==> src/rtl/register_file_scoreboard.sv <==
// Integer register file with a busy scoreboard: writeback port in, decode
// operand request/response out, with write-to-read bypass and RAW/WAW stalls.
module register_file_scoreboard #(
  parameter int REGISTER_WIDTH = 32,
  parameter int REGISTER_DEPTH = 32,
  localparam int AW = $clog2(REGISTER_DEPTH)
) (
  input  logic                      clk,
  input  logic                      rst,
  input  logic                      wr_enable,
  input  logic [AW-1:0]             wr_address,
  input  logic [REGISTER_WIDTH-1:0] wr_data,
  input  logic                      req_valid,
  output logic                      req_ready,
  input  logic [AW-1:0]             req_rs1,
  input  logic [AW-1:0]             req_rs2,
  input  logic [AW-1:0]             req_rd,
  input  logic                      req_rd_enable,
  output logic                      rsp_valid,
  input  logic                      rsp_ready,
  output logic [REGISTER_WIDTH-1:0] rsp_rs1_data,
  output logic [REGISTER_WIDTH-1:0] rsp_rs2_data,
  input  logic                      flush,
  output logic [REGISTER_DEPTH-1:0] busy
);

  logic [REGISTER_WIDTH-1:0] regs [REGISTER_DEPTH];
  logic [REGISTER_DEPTH-1:0] busy_next;
  logic [REGISTER_WIDTH-1:0] rs1_value, rs2_value;
  logic                      wr_live;
  logic                      hit_rs1, hit_rs2, hit_rd;
  logic                      haz_rs1, haz_rs2, waw;
  logic                      accept;

  // Index 0 is hardwired, so a write there never counts as a hit.
  assign wr_live = wr_enable && (wr_address != '0);
  assign hit_rs1 = wr_live && (wr_address == req_rs1);
  assign hit_rs2 = wr_live && (wr_address == req_rs2);
  assign hit_rd  = wr_live && (wr_address == req_rd);

  // A same-cycle write to a busy source releases the hazard immediately.
  assign haz_rs1 = (req_rs1 != '0) && busy[req_rs1] && !hit_rs1;
  assign haz_rs2 = (req_rs2 != '0) && busy[req_rs2] && !hit_rs2;
  assign waw     = req_rd_enable && (req_rd != '0) && busy[req_rd] && !hit_rd;

  assign req_ready = !flush && !haz_rs1 && !haz_rs2 && !waw
                     && (!rsp_valid || rsp_ready);
  assign accept    = req_valid && req_ready;

  // NOTE: every always_comb output gets a default first so no latch is inferred.
  always_comb begin
    rs1_value = regs[req_rs1];
    rs2_value = regs[req_rs2];
    if (req_rs1 == '0)  rs1_value = '0;
    else if (hit_rs1)   rs1_value = wr_data;
    if (req_rs2 == '0)  rs2_value = '0;
    else if (hit_rs2)   rs2_value = wr_data;
  end

  // Reservation is applied after the writeback clear so a same-index set wins.
  always_comb begin
    busy_next = busy;
    if (flush) begin
      busy_next = '0;
    end else begin
      if (wr_live) busy_next[wr_address] = 1'b0;
      if (accept && req_rd_enable && (req_rd != '0)) busy_next[req_rd] = 1'b1;
    end
    busy_next[0] = 1'b0;
  end

  // NOTE: the register array is reset because a post-reset read must see zeros.
  always_ff @(posedge clk or negedge rst) begin
    if (!rst) begin
      for (int i = 0; i < REGISTER_DEPTH; i++) regs[i] <= '0;
    end else if (wr_live) begin
      // NOTE: state is updated with non-blocking assignments only.
      regs[wr_address] <= wr_data;
    end
  end

  always_ff @(posedge clk or negedge rst) begin
    if (!rst) busy <= '0;
    else      busy <= busy_next;
  end

  // Response holds until consumed; an accept on the consuming edge replaces it.
  always_ff @(posedge clk or negedge rst) begin
    if (!rst) begin
      rsp_valid    <= 1'b0;
      rsp_rs1_data <= '0;
      rsp_rs2_data <= '0;
    end else if (flush) begin
      rsp_valid <= 1'b0;
    end else if (accept) begin
      rsp_valid    <= 1'b1;
      rsp_rs1_data <= rs1_value;
      rsp_rs2_data <= rs2_value;
    end else if (rsp_ready) begin
      rsp_valid <= 1'b0;
    end
  end

endmodule

==> config.mk <==
export PLATFORM = sky130hd
export DESIGN_NAME = register_file_scoreboard
export DESIGN_NICKNAME = d
export VERILOG_FILES = /design/src/rtl/register_file_scoreboard.sv
export SDC_FILE = /design/constraint.sdc
export NUM_CORES = 2
export LEC_CHECK = 0
export BUFFER_PORTS_ARGS = -buffer_cell sky130_fd_sc_hd__buf_4
export CAP_MARGIN = 20
export CELL_PAD_IN_SITES_DETAIL_PLACEMENT = 0
export CELL_PAD_IN_SITES_GLOBAL_PLACEMENT = 1
export CORE_MARGIN = 8
export CORE_UTILIZATION = 55
export CTS_BUF_LIST = sky130_fd_sc_hd__clkbuf_4
export DETAILED_ROUTE_END_ITERATION = 12
export PLACE_DENSITY_LB_ADDON = 0.1
export SLEW_MARGIN = 10
export SYNTH_ARGS = -nofsm -noshare
export SYNTH_HDL_FRONTEND = slang
export SYNTH_SLANG_ARGS = --single-unit
==> constraint.sdc <==
create_clock -name clk -period 4.3 [get_ports clk]
set_clock_uncertainty 0.15 [all_clocks]
set_input_delay 0.215 -clock clk [delete_from_list [all_inputs] [get_ports clk]]
set_output_delay 0.215 -clock clk [all_outputs]
set_load 0.01 [all_outputs]
== Word-level counts from Yosys, hierarchy flattened ==
Cells that the tools add are included.

* Magnitude comparators: 10
* Reduce and logical (&&, ||, !) cells: 38
* Bitwise operators: 7
* Equality and inequality tests: 3
* Muxes and demuxes: 30

{| class="wikitable"
|+ Operators with widths
! kind !! number
|-
| $bwmux W1024 || 1
|-
| $mux W32 || 13
|-
| $bmux W32 S5 || 2
|-
| $demux W32 S5 || 1
|-
| $and A32 B32 Y32 || 1
|-
| $not A32 Y32 || 1
|-
| $or A32 B32 Y32 || 1
|-
| $lt A5 B6 Y1 const B || 4
|-
| $logic_and A1 B1 Y1 || 21
|-
| $reduce_bool A5 Y1 || 4
|-
| $ge A6 B6 Y1 const B || 3
|-
| $not A5 Y6 || 3
|-
| $bmux W1 S5 || 3
|-
| $eq A5 B5 Y1 || 3
|-
| $demux W1 S5 || 2
|-
| $ge A5 B1 Y1 const B || 2
|-
| $logic_not A5 Y1 || 2
|-
| $logic_not A1 Y1 || 8
|-
| $mux W1 || 8
|-
| $lt A6 B1 Y1 const B || 1
|-
| $reduce_bool A3 Y1 || 1
|-
| $reduce_and A2 Y1 || 1
|-
| $logic_or A1 B1 Y1 || 1
|-
| $not A1 Y1 || 1
|}

* Output and inout port bits: 98
* Bits of input ports: 59
* Logic and storage cells: 124
* Register bits after elaboration: 1120

== Logic depth before layout (Yosys ltp) ==
* Depth after elaboration: 15
* Depth in mapped cells: 11
* Gate-level depth less buffers: 7

== Worst setup path after synthesis ==
No wires, ideal clock.

* Path kind: in2reg
* Start point: input req_rs2[1]
* End point: register rsp_rs2_data[23]
* Setup time: 127 ps
* Stages: 8
* Data required time: 4023 ps
* Path buffers: 3
* Slack: 1581 ps
* Arrival time: 2442 ps
* Path through: clkbuf_1 buf_1 clkbuf_1 mux4_2 mux4_2 a22oi_1 o21ai_0 mux2_1

* Longest elaborated chain between the ends: 10
* Elaborated cells between the ends (all ways): 21
* Those cells by class: eq/ne (1); mux (7); bitwise (1); reduce/logical (12)

{| class="wikitable"
|+ RTL lines
! what !! line !! RTL
|-
| start: declaration || 16 || <nowiki>input logic [AW-1:0] req_rs2,</nowiki>
|-
| $bmux W1 S5 or $eq A5 B5 Y1 (tied branches) || 43, 38 ||
|-
| $mux W1 (implied by the code) or $logic_and A1 B1 Y1 (tied branches) || 43, 38 ||
|-
| $logic_and A1 B1 Y1 or $logic_not A1 Y1 (tied branches) || 43 || <nowiki>assign haz_rs2 = (req_rs2 != '0) && busy[req_rs2] && !hit_rs2;</nowiki>
|-
| $logic_and A1 B1 Y1 || 43 ||
|-
| $logic_not A1 Y1 || 46 || <nowiki>assign req_ready = !flush && !haz_rs1 && !haz_rs2 && !waw</nowiki>
|-
| $logic_and A1 B1 Y1 (2 in a row) || 46 ||
|-
| $logic_and A1 B1 Y1 || 47 || <nowiki>&& (!rsp_valid || rsp_ready);</nowiki>
|-
| $logic_and A1 B1 Y1 || 48 || <nowiki>assign accept = req_valid && req_ready;</nowiki>
|-
| $reduce_and A2 Y1 (no source line) || - ||
|-
| end signal: assignment || 98 || <nowiki>rsp_rs2_data <= rs2_value;</nowiki>
|-
| end: declaration || 22 || <nowiki>output logic [REGISTER_WIDTH-1:0] rsp_rs2_data,</nowiki>
|}

Parallel ways exist; a longest one is shown, timed or not. The select of a mux whose other input is x is not followed.
A chain may end at the register's enable or synchronous reset.

== Worst setup path after layout ==
* Start point: register busy[16]
* End point: register busy[7]

* Longest elaborated chain between the ends: 14
* Elaborated cells between the ends (all ways): 24
* Those cells by class: mux (8); reduce/logical (16)

{| class="wikitable"
|+ RTL lines
! what !! line !! RTL
|-
| start: declaration || 24 || <nowiki>output logic [REGISTER_DEPTH-1:0] busy</nowiki>
|-
| start signal: assignment || 84 || <nowiki>else busy <= busy_next;</nowiki>
|-
| $bmux W1 S5 || 42 || <nowiki>assign haz_rs1 = (req_rs1 != '0) && busy[req_rs1] && !hit_rs1;</nowiki>
|-
| $mux W1 (implied by the code) || 42 ||
|-
| $logic_and A1 B1 Y1 (2 in a row) || 42 ||
|-
| $logic_not A1 Y1 || 46 ||
|-
| $logic_and A1 B1 Y1 (2 in a row) || 46 ||
|-
| $logic_and A1 B1 Y1 (*) || 46 ||
|-
| $logic_and A1 B1 Y1 (*) || 47 ||
|-
| $logic_and A1 B1 Y1 (*) || 48 ||
|-
| $logic_and A1 B1 Y1 (*) (2 in a row) || 67 || <nowiki>if (accept && req_rd_enable && (req_rd != '0)) busy_next[req_rd] = 1'b1;</nowiki>
|-
| $mux W32 (*) || 67 ||
|-
| $mux W32 (*) || 63 || <nowiki>if (flush) begin</nowiki>
|-
| net busy_next[7] || 28 || <nowiki>logic [REGISTER_DEPTH-1:0] busy_next;</nowiki>
|}

Mark *: on every way through the listed nets, which the timed path passes. The rest lies on a longest branch. The select of a mux whose other input is x is not followed.

==> key figures <==
Status
  – Status: finished, final reports clean

Hold path
  – Min-delay worst type: in2reg

Die
  – Chip Width: 344 um
  – Cell Rows: 120
  – Initial Util: 55.3%
  – Die area: 118000 sq um
  – Boundary pin count: 157
  – Die Y: 344 um
  – Core footprint: 107000 sq um

Routing
  – Avg WL per Cell: 32.6 um
  – 1st-iter DRT viols: 3355
  – Residual DRC: 0
  – Drt pass-1 iters: 6
  – Post-Route WL: 183000 um
  – Number of vias per cell: 6.76
  – Final ANT Viol Nets: 0
  – Via Count: 38018

Logic synthesis
  – Synthesized area: 59100 sq um
  – Post-Syn Area per Cell: 15.9 sq um
  – Syn Nets: 3773
  – Main synth FF type: dfrtp_1
  – Main area contributors after synthesis: dfrtp_1 47%, mux4_2 25%, mux2_2 20%
  – Synth unique cells: 47
  – Post-synth EDFFs: 0
  – Synth warn: 0
  – Synth Register Bits: 1120
  – Synth top area share: 47.4%
  – Gate Count Post-Synth: 3714
  – Yosys top cell by area: dfrtp_1
  – Post-synth ARST share: 100%
  – Sequential element share of the synthesized area: 47.4%

Final layout
  – Most frequent cells in the layout: 1120 x dfrtp_1, 1050 x mux2_2, 649 x mux4_2, 446 x clkbuf_4, 219 x buf_4
  – Commonest non-fill, non-tap cell in the layout: dfrtp_1
  – # nets final: 4079
  – Area growth syn-to-layout: 13.7%
  – Layout cell share with drive strength beyond 1: 59.3%
  – Finished Cell Area: 67200 sq um

Setup path
  – Setup CP Type: reg2reg
  – Worst EP required: 5.27 ns
  – Arrival time at the worst endpoint: 5.05 ns
  – CP Capture Type: flop
  – Max Fanout on Critical Path: 8
  – CP Launch Type: flop

Global routing
  – Initial antenna violation count: 6
  – Aggregate global routing overflow: 0
  – Global Route Usage Sum: 31.5%
  – Vias in the first global route: 41488
  – First-pass GRT wire length: 274000 um
  – Pin count of the biggest net entering global routing: 123

Timing
  – Tcrit/Tclk final: 94.9%
  – Post-route setup slack: 0.218 ns
  – Final Max Slew Viols: 0
  – Fin. Hold Viols: 0
  – Total Neg Setup Slack: 0 ns
  – Hold WS: 0.148 ns
  – Slew HR: 23.9%
  – Setup Viol. Count Final: 0
  – Tmin final: 4.08 ns
  – RSZ-0062 raised after global routing: no
  – Least-Margin Pin Slew: 1.14 ns
  – Max Freq: 245 MHz

Power and ir drop
  – Internal power: 21.8 mW
  – Switching power: 8.54 mW
  – Net Sw Frac: 28.1%
  – Power per standard cell area: 452 nW/um^2
  – Power Total: 30.4 mW
  – Peak VDD IR: 0.000296 V
  – Combinational Power Share: 22.0%
  – Clock group share of total power: 31.1%
  – Seq pwr share: 46.8%
  – Standby leakage power: 29.0 nW

CTS
  – CTS Buf Count: 319
  – Clock Latency Late Sink: 1.17 ns
  – Sink Count: 1120
  – TritonCTS clock tree: built
  – Clk pin slew, worst setup/hold paths: 0.07 ns
  – CTS H-tree depth: 5
  – Longest Clk Path Bufs: 4
  – Clk root buf: clkbuf_4

Place
  – DP Worst Slack: 0.993 ns
  – Detailed Place HPWL: 101000 um
  – DP Area: 61900 sq um
  – Routability cong.: 0.837
  – IO buf count: 155

Job
  – Max Cap Viol: 0
-- what timing repair did --
action                                  CTS  global route
endpoints found under the hold margin  2208             0
gates resized for setup                   0             0
setup buffers                             0             0
hold buffers                            144             0
-- power by group through the flow --
| stage | combinational [mW] | sequential [mW] | clock, mW |
|---|---|---|---|
| 2_1_floorplan | 4.76 | 13.8 | 0 |
| 3_3_place_gp | 6.39 | 14.1 | 0 |
| 3_5_place_dp | 6.59 | 14.4 | 0 |
| 4_1_cts | 6.73 | 14.2 | 9.71 |
| 5_1_grt | 7.14 | 14.5 | 10.3 |
| 6_report | 6.70 | 14.2 | 9.46 |
-- through the flow --
step           utilization [%]  cells
2_1_floorplan                -   3714
3_3_place_gp              57.9   4950
3_5_place_dp              57.9   4950
4_1_cts                   62.8   5615
5_1_grt                   62.9   5625
6_report                  62.9   5626
-- synthesized netlist by cell type, drive strengths merged, types with 4 or more instances --
library cell	number
o22ai	4
nand3	11
xor2	4
a31oi	4
nand4b	4
mux2	1058
clkbuf	290
buf	143
nor4	5
dfrtp	1120
nand4	11
nand2	98
nor2b	12
nand2b	10
a22oi	65
nand3b	13
mux2i	26
o21ai	67
nor2	30
xnor2	11
nor4b	4
nor3	5
mux4	649
or3b	15
o32ai	4
o31ai	24
-- per-layer routing --
layer | vias to the layer above | share of wire [%] | global-route usage [%] | routed length (um)
li1 | 15263 | - | - | -
met1 | 20536 | 38 | 39.3 | 69300
met2 | 1701 | 50 | 52.4 | 92100
met3 | 518 | 6.6 | 6.35 | 12200
met4 | 0 | 5.2 | 15.9 | 9560
met5 | - | 0 | 0 | 0
-- worst max-delay path: stages, from the launching register on --
cell and delay, ns:
dfrtp_1 0.45, mux4_2 0.46, and2_1 0.17, o41ai_1 0.57, nand4_1 0.17, nand4_1 0.17
nand4_4 0.20, dlygate4sd3_1 0.79, o31ai_1 0.32, dlygate4sd3_1 0.58
-- worst paths after layout --
check | startpoint | to | slack (ns) | cells past startpoint
worst max-delay path | busy[16] | busy[7] | 0.22 | 9
worst min-delay path | req_rs1[1] | rsp_rs1_data[8] | 0.15 | 6
worst max register to register | busy[16] | busy[7] | 0.22 | 9
worst min register to register | regs[992] | regs[992] | 0.25 | 0
max in group asynchronous | rst | regs[696] | 2.99 | 4
min in group asynchronous | rst | regs[895] | 0.26 | 4
-- layout make-up --
cell class | instances | area, sq um
fill | 7947 | 39700
multi-input combinational | 2158 | 29500
sequential | 1120 | 28000
timing repair buffer | 418 | 4130
clock buffer | 446 | 3350
tap | 1403 | 1760
clock inverter | 75 | 405
inverter | 3 | 13.8
antenna | 3 | 7.51
-- registers in the layout, summed over array words and instances (netlist names) --
| register | cells |
|---|---|
| busy | 31 |
| rsp_rs2_data | 32 |
| rsp_rs1_data | 32 |
| regs | 1024 |
| rsp_valid | 1 |
-- kinds of logic (layout without fill, tap and decap cells) --
kind of cell              after synthesis  after routing  synth area share, %
AOI/OAI and AO/OA                     180            180                 2.02
other                                   1              4              0.00634
buffers and inverters                 436            942                 3.02
xor gates and xnor gates               15             15                0.222
and+or+nand+nor                       229            229                 2.00
muxes                                1733           1733                 45.3
DFF                                  1120           1120                 47.4
(Power assumes the default switching activity.)
